==> src/rtl/cdc_rx_pkg.sv <==
// Shared definitions for the req/ack CDC receive block: FSM state encoding and
// the legal range of the request synchroniser depth.
// Optional checker macro used by the channel: CDC_RX_PROTOCOL_CHECK_EN.
package cdc_rx_pkg;

  typedef enum logic [1:0] {
    ST_IDLE = 2'd0,
    ST_HOLD = 2'd1,
    ST_ACK  = 2'd2
  } cdc_rx_state_e;

  localparam int unsigned SYNC_STAGES_MIN = 2;
  localparam int unsigned SYNC_STAGES_MAX = 4;

  function automatic bit sync_stages_ok(input int unsigned n);
    return (n >= SYNC_STAGES_MIN) && (n <= SYNC_STAGES_MAX);
  endfunction

endpackage

==> src/rtl/cdc_rx_channel.sv <==
// One receive channel: request synchroniser, capture register, valid/ready FSM, ack flop.
// Latency: out_valid_o rises SYNC_STAGES+1 edges after req_i changes; ack_o moves on the accept edge.
// Backpressure: while out_ready_i is low the channel holds in HOLD and withholds the ack.
// Ports: clk, reset (async active-low), req_i/data_i from the sender, ack_o back to it,
//        out_valid_o/out_data_o/out_ready_i local handshake, cap_pulse_o capture strobe,
//        proto_err_o sticky protocol flag (only live when CDC_RX_PROTOCOL_CHECK_EN is defined).
module cdc_rx_channel
  import cdc_rx_pkg::*;
#(
  parameter int DATA_W      = 8,
  parameter int SYNC_STAGES = 2,
  parameter int FOUR_PHASE  = 1
) (
  input  logic              clk,
  input  logic              reset,
  input  logic              req_i,
  input  logic [DATA_W-1:0] data_i,
  output logic              ack_o,
  output logic              out_valid_o,
  output logic [DATA_W-1:0] out_data_o,
  input  logic              out_ready_i,
  output logic              cap_pulse_o,
  output logic              proto_err_o
);

  // Plain shift chain; req_i feeds the first flop with nothing in between.
  logic [SYNC_STAGES-1:0] sync_q;
  logic                   req_sync;

  always_ff @(posedge clk or negedge reset) begin
    if (!reset) begin
      sync_q <= '0;
    end else begin
      sync_q <= {sync_q[SYNC_STAGES-2:0], req_i};
    end
  end

  assign req_sync = sync_q[SYNC_STAGES-1];

  cdc_rx_state_e     state_q;
  logic              ack_q;
  logic              valid_q;
  logic [DATA_W-1:0] data_q;
  logic              cap_q;
  logic              seen_q;
  logic              req_event;

  // Level protocol: a high request is the event. Toggle protocol: any change
  // relative to the last request level we consumed.
  assign req_event = (FOUR_PHASE != 0) ? req_sync : (req_sync ^ seen_q);

  // ack_q is written on the same edge as the state transition so the sender
  // sees the ack straight from a flop with no decode glitches.
  always_ff @(posedge clk or negedge reset) begin
    if (!reset) begin
      state_q <= ST_IDLE;
      ack_q   <= 1'b0;
      valid_q <= 1'b0;
      data_q  <= '0;
      cap_q   <= 1'b0;
      seen_q  <= 1'b0;
    end else begin
      cap_q <= 1'b0;
      case (state_q)
        ST_IDLE: begin
          if (req_event) begin
            data_q  <= data_i;
            valid_q <= 1'b1;
            cap_q   <= 1'b1;
            seen_q  <= req_sync;
            state_q <= ST_HOLD;
          end
        end
        ST_HOLD: begin
          if (out_ready_i) begin
            valid_q <= 1'b0;
            if (FOUR_PHASE != 0) begin
              ack_q   <= 1'b1;
              state_q <= ST_ACK;
            end else begin
              // Toggle ack to mirror the request level just consumed.
              ack_q   <= seen_q;
              state_q <= ST_IDLE;
            end
          end
        end
        ST_ACK: begin
          if (!req_sync) begin
            ack_q   <= 1'b0;
            state_q <= ST_IDLE;
          end
        end
        default: begin
          state_q <= ST_IDLE;
        end
      endcase
    end
  end

  assign ack_o       = ack_q;
  assign out_valid_o = valid_q;
  assign out_data_o  = data_q;
  assign cap_pulse_o = cap_q;

`ifdef CDC_RX_PROTOCOL_CHECK_EN
  // HOLD is only entered with req_sync equal to seen_q (level 1 in 4-phase),
  // so any disagreement while still holding is a premature request change.
  logic err_q;
  logic violation;

  assign violation = (state_q == ST_HOLD) &&
                     ((FOUR_PHASE != 0) ? !req_sync : (req_sync != seen_q));

  always_ff @(posedge clk or negedge reset) begin
    if (!reset) begin
      err_q <= 1'b0;
    end else if (violation) begin
      err_q <= 1'b1;
    end
  end

  assign proto_err_o = err_q;
`else
  assign proto_err_o = 1'b0;
`endif

endmodule

==> src/rtl/cdc_handshake_rx.sv <==
// Multi-channel receive side of a req/ack CDC handshake; channels run fully in parallel.
// Latency: out_valid rises SYNC_STAGES+1 edges after req_in changes; ack_out moves on the accept edge.
// Backpressure: a channel with out_ready low keeps out_valid high and withholds its ack indefinitely.
// Ports: clk, reset (async active-low), req_in/data_in/ack_out toward the sender domain,
//        out_valid/out_data/out_ready local handshake, cap_pulse capture strobe, proto_err sticky flag.
// Optional macro CDC_RX_PROTOCOL_CHECK_EN enables the per-channel protocol checker.
module cdc_handshake_rx
  import cdc_rx_pkg::*;
#(
  parameter int NUM_CH      = 1,
  parameter int DATA_W      = 8,
  parameter int SYNC_STAGES = 2,
  parameter int FOUR_PHASE  = 1
) (
  input  logic                     clk,
  input  logic                     reset,
  input  logic [NUM_CH-1:0]        req_in,
  input  logic [NUM_CH*DATA_W-1:0] data_in,
  output logic [NUM_CH-1:0]        ack_out,
  output logic [NUM_CH-1:0]        out_valid,
  output logic [NUM_CH*DATA_W-1:0] out_data,
  input  logic [NUM_CH-1:0]        out_ready,
  output logic [NUM_CH-1:0]        cap_pulse,
  output logic [NUM_CH-1:0]        proto_err
);

  if (!sync_stages_ok(SYNC_STAGES)) begin : g_bad_sync
    $error("cdc_handshake_rx: SYNC_STAGES=%0d outside legal range", SYNC_STAGES);
  end

  for (genvar c = 0; c < NUM_CH; c++) begin : g_ch
    cdc_rx_channel #(
      .DATA_W      (DATA_W),
      .SYNC_STAGES (SYNC_STAGES),
      .FOUR_PHASE  (FOUR_PHASE)
    ) u_ch (
      .clk         (clk),
      .reset       (reset),
      .req_i       (req_in[c]),
      .data_i      (data_in[c*DATA_W +: DATA_W]),
      .ack_o       (ack_out[c]),
      .out_valid_o (out_valid[c]),
      .out_data_o  (out_data[c*DATA_W +: DATA_W]),
      .out_ready_i (out_ready[c]),
      .cap_pulse_o (cap_pulse[c]),
      .proto_err_o (proto_err[c])
    );
  end

endmodule

==> config.mk <==
export PLATFORM = sky130hd
export DESIGN_NAME = cdc_handshake_rx
export DESIGN_NICKNAME = d
export VERILOG_FILES = /design/src/rtl/cdc_rx_pkg.sv /design/src/rtl/cdc_rx_channel.sv /design/src/rtl/cdc_handshake_rx.sv
export SDC_FILE = /design/constraint.sdc
export NUM_CORES = 1
export LEC_CHECK = 0
export CORE_UTILIZATION = 40
export CTS_CLUSTER_DIAMETER = 40
export DETAILED_ROUTE_END_ITERATION = 6
export PLACE_DENSITY = 0.75
export SYNTH_ARGS = -nofsm -noshare
export SYNTH_HDL_FRONTEND = slang
export SYNTH_SLANG_ARGS = --single-unit
==> constraint.sdc <==
create_clock -name clk -period 1.5 [get_ports clk]
set_input_delay 0.3 -clock clk [delete_from_list [all_inputs] [get_ports clk]]
set_output_delay 0.3 -clock clk [all_outputs]
set_load 0.01 [all_outputs]
== Yosys cells after proc, flatten, opt, wreduce, memory -nomap -nowiden ==
Index checks and enable logic that the tools add are counted.
Storage, ports and cells
  logic and storage cells: 30
  output and inout port bits: 12
  bits of input ports: 12
  bits in registers: 15
Operators by class
  mux-type cells: 12
  eq/ne operators: 5
  reductions and logical operators: 7
Operators with widths (count)
  AND reduction 3 bit: 3
  2-to-1 mux 1 bit: 6
  2-to-1 mux 2 bit: 3
  case mux 2 bit (3 select lines): 1
  inequality test 2 bit (second input constant): 2
  case mux 1 bit (2 select lines): 2
  nonzero test 2 bit: 2
  equality test 2 x 1 -> 1 bit (second input constant): 1
  equality test 2 bit (second input constant): 1
  logical NOT 2 bit: 1
  inequality test 2 x 1 -> 1 bit (second input constant): 1
  AND reduction 2 bit: 1

== Longest topological paths before layout ==
Gate-level depths: netlist of the first run.
  depth after elaboration: 3
  mapped depth: 4
  depth with buffers taken out: 3

== Worst setup path after synthesis of the first run ==
Ideal clock, no wire load.
  path type: reg2reg
  start point: register g_ch[0].u_ch.state_q[0]
  end point: register g_ch[0].u_ch.data_q[0]
  stages on the path, launching flop included: 5
  setup time: 125 ps
  path slack: 273 ps
  buffers on the path: 1
  clock period less this slack: 1227 ps
  arrival time: 1102 ps
  cells stage by stage: dfrtp_1 -> nor2b_2 -> and2_4 -> buf_6 -> mux2_4
On the way
  longest elaborated chain between the ends: 2
RTL lines
  start, declared: RTL line cdc_rx_channel.sv:40  | cdc_rx_state_e state_q;
  start signal, assigned: RTL line cdc_rx_channel.sv:56  | state_q <= ST_IDLE;
  start signal, assigned: RTL line cdc_rx_channel.sv:71  | state_q <= ST_HOLD;
  start signal, assigned: RTL line cdc_rx_channel.sv:79  | state_q <= ST_ACK;
  logical NOT 2 bit: RTL line cdc_rx_channel.sv:64  | case (state_q)
  AND reduction 2 bit (no source line)
  end signal, assigned: RTL line cdc_rx_channel.sv:67  | data_q <= data_i;
  end, declared: RTL line cdc_rx_channel.sv:43  | logic [DATA_W-1:0] data_q;
No other way between the ends.
A chain may end at the register's enable or synchronous reset.

== Worst setup path in the final report of the first run ==
  start point: register g_ch[0].u_ch.cap_q
  end point: output port cap_pulse
RTL lines
  start, declared: RTL line cdc_rx_channel.sv:44  | logic cap_q;
  start signal, assigned: RTL line cdc_rx_channel.sv:60  | cap_q <= 1'b0;
  start signal, assigned: RTL line cdc_rx_channel.sv:63  | cap_q <= 1'b0;
  start signal, assigned: RTL line cdc_rx_channel.sv:69  | cap_q <= 1'b1;
  end, declared: RTL line cdc_handshake_rx.sv:23  | output logic [NUM_CH-1:0] cap_pulse,
No word-level cell between the ends.

==> impl_metrics.tcl, run 1 <==
set metrics [dict create \
    crit_path_cell_trace "clkdlybuf4s50_1" \
    layout-drive-gt1-share_pct 23.4 \
    finish.utilization_pct 63.9 \
    dp_hpwl_um 761 \
    fin_worst_hold_slack_ns 0.318 \
    critical_path_maximum_fanout 1 \
    drt_first_pass_iters 3 \
    max_cap_violations 0 \
    antenna_left 0 \
    n_antenna_cell 0 \
    peakVddDrop_mv 1.10 \
    drt-initial-drc-count 3 \
    power_mw 1.61 \
    worst-endpoint-required_ns 1.20 \
    post-route-period-util_pct 96.0 \
    multi_input_area_sq_um 194 \
    via_to_cell_ratio 4.75 \
    crit_path_end_kind "primary output" \
    yosysWarningCount 0 \
    instances_no_fill 79 \
    insertion_delay_ns 0.28 \
    die-width_um 40.6 \
    numPortBuffers 22 \
    cpLargestDelayFamily "buffers and inverters" \
    final-hold-violation-count 0 \
    grt_setup_unrepaired "no" \
    placed_cell_count 75 \
    post_cts.repair.setup_buffers 0 \
    route.detailed.wl_per_inst_um 13.2 \
    design.die.area_sq_mm 0.00165 \
    die_y_um 40.6 \
    worstSetupPathType "flop to primary output" \
    cp_slowest_stage_delay_ns 0.53 \
    num-nets-final 77 \
    global_route_wire_length_before_repair_um 1550 \
    fin_worst_skew_ns 0.00269 \
    layout.cell_area.non_filler_sq_um 863 \
    async_flop_share_pct 100 \
    ctsHoldBuffers 0 \
    post_synth_num_cell_types 16 \
    synth_seq_cells 15 \
    synth_ff_type "sky130_fd_sc_hd__dfrtp_1" \
    area_delta_synth_final_pct 45.0 \
    filler_cell_count 104 \
    power_density_mw_per_mm2 1870 \
    initial_utilization_pct 44.1 \
    layout_setup_ws_ns 0.0599 \
    synth_edf_count 0 \
    yosys-top-cells-count "15 x sky130_fd_sc_hd__dfrtp_1, 8 x sky130_fd_sc_hd__mux2_4, 2 x sky130_fd_sc_hd__inv_1, 2 x sky130_fd_sc_hd__o21ai_0" \
    outcome "finished clean" \
    route.vias.total 375 \
    clock_tree_buffer_depth 2 \
    post_synth.cell_area_avg_sq_um 15.3 \
    clock_tree.htree_level_count 1 \
    path_buf_inv 1 \
    netlist_top_cells_area "sky130_fd_sc_hd__dfrtp_1 63%, sky130_fd_sc_hd__mux2_4 20%, sky130_fd_sc_hd__buf_6 1.9%" \
    track_usage_pct 15.6 \
    critical_path.startpoint_type "flop" \
    synth_area_sq_um 596 \
    vias_in_the_first_global_route 385 \
    yosysSeqAreaShare_pct 63.0 \
    cts_made_buffers 3 \
    ioPinCount 24 \
    post-synth-top-count-cell "sky130_fd_sc_hd__dfrtp_1" \
    global_route.overflow_total 0 \
    tritoncts "yes" \
    regArea_sq_um 375 \
    drt-total-wl_um 1040 \
    antenna_found_initial 0 \
    tritoncts_sinks 15 \
    final.setup.tns_ns 0 \
    synth.largest_area_cell "sky130_fd_sc_hd__dfrtp_1" \
    path_clk_slew_ns 0.09 \
    floorplan.core_area_sq_mm 0.00135 \
    max_clock_freq_mhz 694 \
    clock-root-buffer "sky130_fd_sc_hd__clkbuf_4" \
    routabilityCongestion 0.682 \
    maxSlewViolCount 0 \
    postSynthCellCount 39 \
    placed_cell_area_sq_um 823 \
    critical_path_arrival_ns 1.14 \
    dpl_worst_slack_ns 0.236 \
    setup_viol 0 \
    fin_crit_ns 1.44 \
    synth_nets 51 \
    share_of_yosys_cell_area_claimed_by_the_top_area_cell_type_pct 63.0 \
    drt_drc_violations_left 0 \
    crit_slowest_cell "sky130_fd_sc_hd__clkdlybuf4s50_1" \
    maximum_number_of_pins_on_one_net_before_global_route_repair 16 \
    p_leak_nw 0.441 \
    rows 13 \
    min-delay-path-class "input port to async pin" \
]
-- cells by family after synthesis --
| kind of cell | synth area share (%) |
|---|---|
| flops | 63.0 |
| mux | 20.2 |
| compound gates | 6.51 |
| simple gates | 5.25 |
| buf+inv | 4.41 |
| other cells | 0.630 |
-- power breakdown --
group,switching [mW],total (mW),internal [mW]
clock network,0.125,0.228,0.103
logic,0.254,0.699,0.446
registers,0.111,0.688,0.576
-- state kept, by name (all words and copies together) (netlist names) --
| register | count |
|---|---|
| g_ch.u_ch.cap_pulse_o | 1 |
| g_ch.u_ch.ack_o | 1 |
| g_ch.u_ch.sync_q | 2 |
| g_ch.u_ch.out_valid_o | 1 |
| g_ch.u_ch.state_q | 2 |
| g_ch.u_ch.out_data_o | 8 |
-- final cells by class --
cell class,count,share of cell area [%]
inverters,2,0.870
repair buffers,23,28.0
multi-input cells,20,22.5
flip-flops and latches,15,43.5
clock buffers,4,3.04
well taps,15,2.17
-- final timing paths --
check	start	slack, ns	endpoint	cells after the start
worst min-delay path	reset	0.32	g_ch[0].u_ch.out_data_o[5]	2
min in group clk	g_ch[0].u_ch.sync_q[0]	0.36	g_ch[0].u_ch.sync_q[1]	0
max in group asynchronous	reset	1.01	g_ch[0].u_ch.ack_o	2
worst max register to register	g_ch[0].u_ch.state_q[0]	0.24	g_ch[0].u_ch.out_data_o[7]	3
worst max-delay path	g_ch[0].u_ch.cap_pulse_o	0.06	cap_pulse	1
worst min register to register	g_ch[0].u_ch.sync_q[0]	0.36	g_ch[0].u_ch.sync_q[1]	0
-- repair_timing --
item / in CTS / in global routing
resized for setup: 3 / 7
endpoints found under the hold margin: 0 / 0
setup endpoints to repair: 3 / 7
cloned: 0 / 0
-- metal layers --
| layer | vias up | wire [um] | GRT usage [%] | share of wire [%] |
|---|---|---|---|---|
| met1 | 179 | 458 | 19.7 | 44 |
| met2 | 12 | 521 | 22.6 | 50 |
| met3 | 2 | 52 | 6.67 | 5.0 |
| met5 | - | 0 | 0 | 0 |
| met4 | 0 | 7 | 7.50 | 0.67 |
| li1 | 182 | - | - | - |
-- placed cells by master, fill, tap and decap left out --
cell	synthesis	routed
sky130_fd_sc_hd__clkdlybuf4s50_1	0	12
sky130_fd_sc_hd__buf_4	1	1
sky130_fd_sc_hd__nand2_1	1	1
sky130_fd_sc_hd__o21ai_0	2	2
sky130_fd_sc_hd__inv_1	2	2
sky130_fd_sc_hd__a22o_2	1	1
sky130_fd_sc_hd__dlygate4sd2_1	0	3
sky130_fd_sc_hd__nor2b_1	1	1
sky130_fd_sc_hd__a21oi_1	1	1
sky130_fd_sc_hd__nor2_1	1	1
sky130_fd_sc_hd__and2_4	1	1
sky130_fd_sc_hd__clkbuf_4	0	3
sky130_fd_sc_hd__a211oi_1	1	1
sky130_fd_sc_hd__o22ai_1	1	1
sky130_fd_sc_hd__dfrtp_1	15	15
sky130_fd_sc_hd__mux2_4	8	8
sky130_fd_sc_hd__dlymetal6s2s_1	0	7
sky130_fd_sc_hd__clkbuf_1	0	1
sky130_fd_sc_hd__nor2b_2	1	1
sky130_fd_sc_hd__conb_1	1	1
Power figures use the tool's default switching activity.
==> run 2, diff against run 1 <==
--- a/config.mk
+++ b/config.mk
@@ -5,8 +5,10 @@
 export SDC_FILE = /design/constraint.sdc
 export NUM_CORES = 1
 export LEC_CHECK = 0
+export CORE_MARGIN = 3
 export CORE_UTILIZATION = 40
 export CTS_CLUSTER_DIAMETER = 40
+export CTS_CLUSTER_SIZE = 16
 export DETAILED_ROUTE_END_ITERATION = 6
 export PLACE_DENSITY = 0.75
 export SYNTH_ARGS = -nofsm -noshare
==> impl_metrics.tcl, run 2 (synthesis results as in run 1) <==
set metrics [dict create \
    outcome "finished clean" \
    path_buf_inv 1 \
    final.setup.tns_ns 0 \
    switching_power_mw 0.500 \
    peakVddDrop_mv 1.06 \
    final-hold-violation-count 0 \
    placed_cell_area_sq_um 823 \
    switching_share_of_power_pct 30.8 \
    post_cts.repair.setup_buffers 0 \
    cp_slowest_stage_delay_ns 0.53 \
    power_density_mw_per_mm2 1880 \
    drt-total-wl_um 1100 \
    route.vias.total 367 \
    filler_cell_count 113 \
    p_leak_nw 0.441 \
    layout-drive-gt1-share_pct 23.4 \
    fin_crit_ns 1.44 \
    critical_path.startpoint_type "flop" \
    ctsHoldBuffers 0 \
    initial_utilization_pct 44.1 \
    min-delay-path-class "input port to async pin" \
    layout_commonest_cell "sky130_fd_sc_hd__dfrtp_1" \
    routabilityCongestion 0.666 \
    area_delta_synth_final_pct 45.0 \
    global_route_wire_length_before_repair_um 1900 \
    tritoncts "yes" \
    drt-initial-drc-count 4 \
    maxSlewViolCount 0 \
    numPortBuffers 22 \
    clock_tree.htree_level_count 1 \
    worst-endpoint-required_ns 1.20 \
    antenna_found_initial 0 \
    internal_power_mw 1.12 \
    finish.utilization_pct 63.9 \
    post-route-period-util_pct 95.9 \
    pwr-share-seq_pct 42.7 \
    power_mw 1.62 \
    cpLargestDelayFamily "buffers and inverters" \
    vias_in_the_first_global_route 426 \
    n_antenna_cell 0 \
    crit_path_cell_trace "clkdlybuf4s50_1" \
    design.die.area_sq_mm 0.00199 \
    worstSetupPathType "flop to primary output" \
    setup_viol 0 \
    tritoncts_sinks 15 \
    max_clock_freq_mhz 695 \
    cts_made_buffers 3 \
    critical_path_arrival_ns 1.14 \
    die_y_um 44.6 \
    maximum_number_of_pins_on_one_net_before_global_route_repair 16 \
    track_usage_pct 13.6 \
    clock-root-buffer "sky130_fd_sc_hd__clkbuf_4" \
    clock_tree_buffer_depth 2 \
    fin_worst_hold_slack_ns 0.315 \
    clock_power_share_pct 14.1 \
    path_clk_slew_ns 0.09 \
    via_to_cell_ratio 4.65 \
    drt_first_pass_iters 3 \
    global_route.overflow_total 0 \
    most_used_cells_in_the_layout_excluding_fill_and_tap_cells "15 x sky130_fd_sc_hd__dfrtp_1, 12 x sky130_fd_sc_hd__clkdlybuf4s50_1, 8 x sky130_fd_sc_hd__mux2_4" \
    antenna_left 0 \
    num-nets-final 77 \
    crit_slowest_cell "sky130_fd_sc_hd__clkdlybuf4s50_1" \
    route.detailed.wl_per_inst_um 14.0 \
    layout.cell_area.non_filler_sq_um 863 \
    ioPinCount 24 \
    drt_drc_violations_left 0 \
    fin_worst_skew_ns 0.00468 \
    rows 13 \
    largest_register_ffs 8 \
    insertion_delay_ns 0.28 \
    floorplan.core_area_sq_mm 0.00135 \
    max_cap_violations 0 \
    power.share.combinational_pct 43.1 \
    die-width_um 44.6 \
    dp_hpwl_um 862 \
    grt_setup_unrepaired "no" \
    crit_path_end_kind "primary output" \
    critical_path_maximum_fanout 1 \
]
-- run 2: cell counts in the layout (fill, tap and decap cells not counted) --
No cell type changed its count.
-- run 2: through the flow --
| stage | cells | setup WS (ns) |
|---|---|---|
| after global routing | 79 | 0.0227 |
| final | 79 | 0.0614 |
| after CTS | 79 | 0.00192 |
| after floorplan | 39 | 0.273 |
| after global placement | 75 | 0.265 |
| after detailed placement | 75 | 0.233 |
-- run 2: cell type report --
cell class / count / area (sq um) / area share (%)
Timing Repair Buffer: 23 / 241 / 28.0
Sequential cell: 15 / 375 / 43.5
Inverter: 2 / 7.51 / 0.870
Multi-Input combinational cell: 20 / 194 / 22.5
Clock buffer: 4 / 26.3 / 3.04
Tap cell: 15 / 18.8 / 2.17
-- run 2: what timing repair did --
action | 4_1_cts | 5_1_grt
endpoints found under the hold margin | 0 | 0
gates cloned | 0 | 0
gates resized for setup | 3 | 7
setup endpoints to repair | 3 | 7
pin swaps | 0 | 0
-- run 2: power groups by stage --
stage	combinational (mW)	clock, mW	sequential, mW
6_report	0.701	0.230	0.694
3_3_place_gp	0.747	0	0.698
5_1_grt	0.749	0.251	0.721
4_1_cts	0.741	0.235	0.701
2_1_floorplan	0.347	0	0.754
3_5_place_dp	0.765	0	0.707
-- run 2: per-layer routing --
metal / track usage [%] / wire length [um]
met1: 19.1 / 447
met3: 2.44 / 50
met4: 7.23 / 0
met2: 19.8 / 605
met5: 0 / 0
-- run 2: worst paths after layout --
kind	depth (start not counted)	to	slack, ns	start
max in group asynchronous	2	g_ch[0].u_ch.ack_o	1.01	reset
setup / recovery	1	cap_pulse	0.06	g_ch[0].u_ch.cap_pulse_o
setup reg to reg	3	g_ch[0].u_ch.out_data_o[0]	0.23	g_ch[0].u_ch.state_q[0]
hold reg to reg	0	g_ch[0].u_ch.sync_q[1]	0.37	g_ch[0].u_ch.sync_q[0]
hold / removal	2	g_ch[0].u_ch.out_data_o[3]	0.31	reset
min in group clk	0	g_ch[0].u_ch.sync_q[1]	0.37	g_ch[0].u_ch.sync_q[0]
-- run 2: worst register-to-register path, delay by kind of cell (launching register included) --
family | cells | cell delay, ns
flops | 1 | 0.44
mux | 1 | 0.33
simple gates | 2 | 0.40
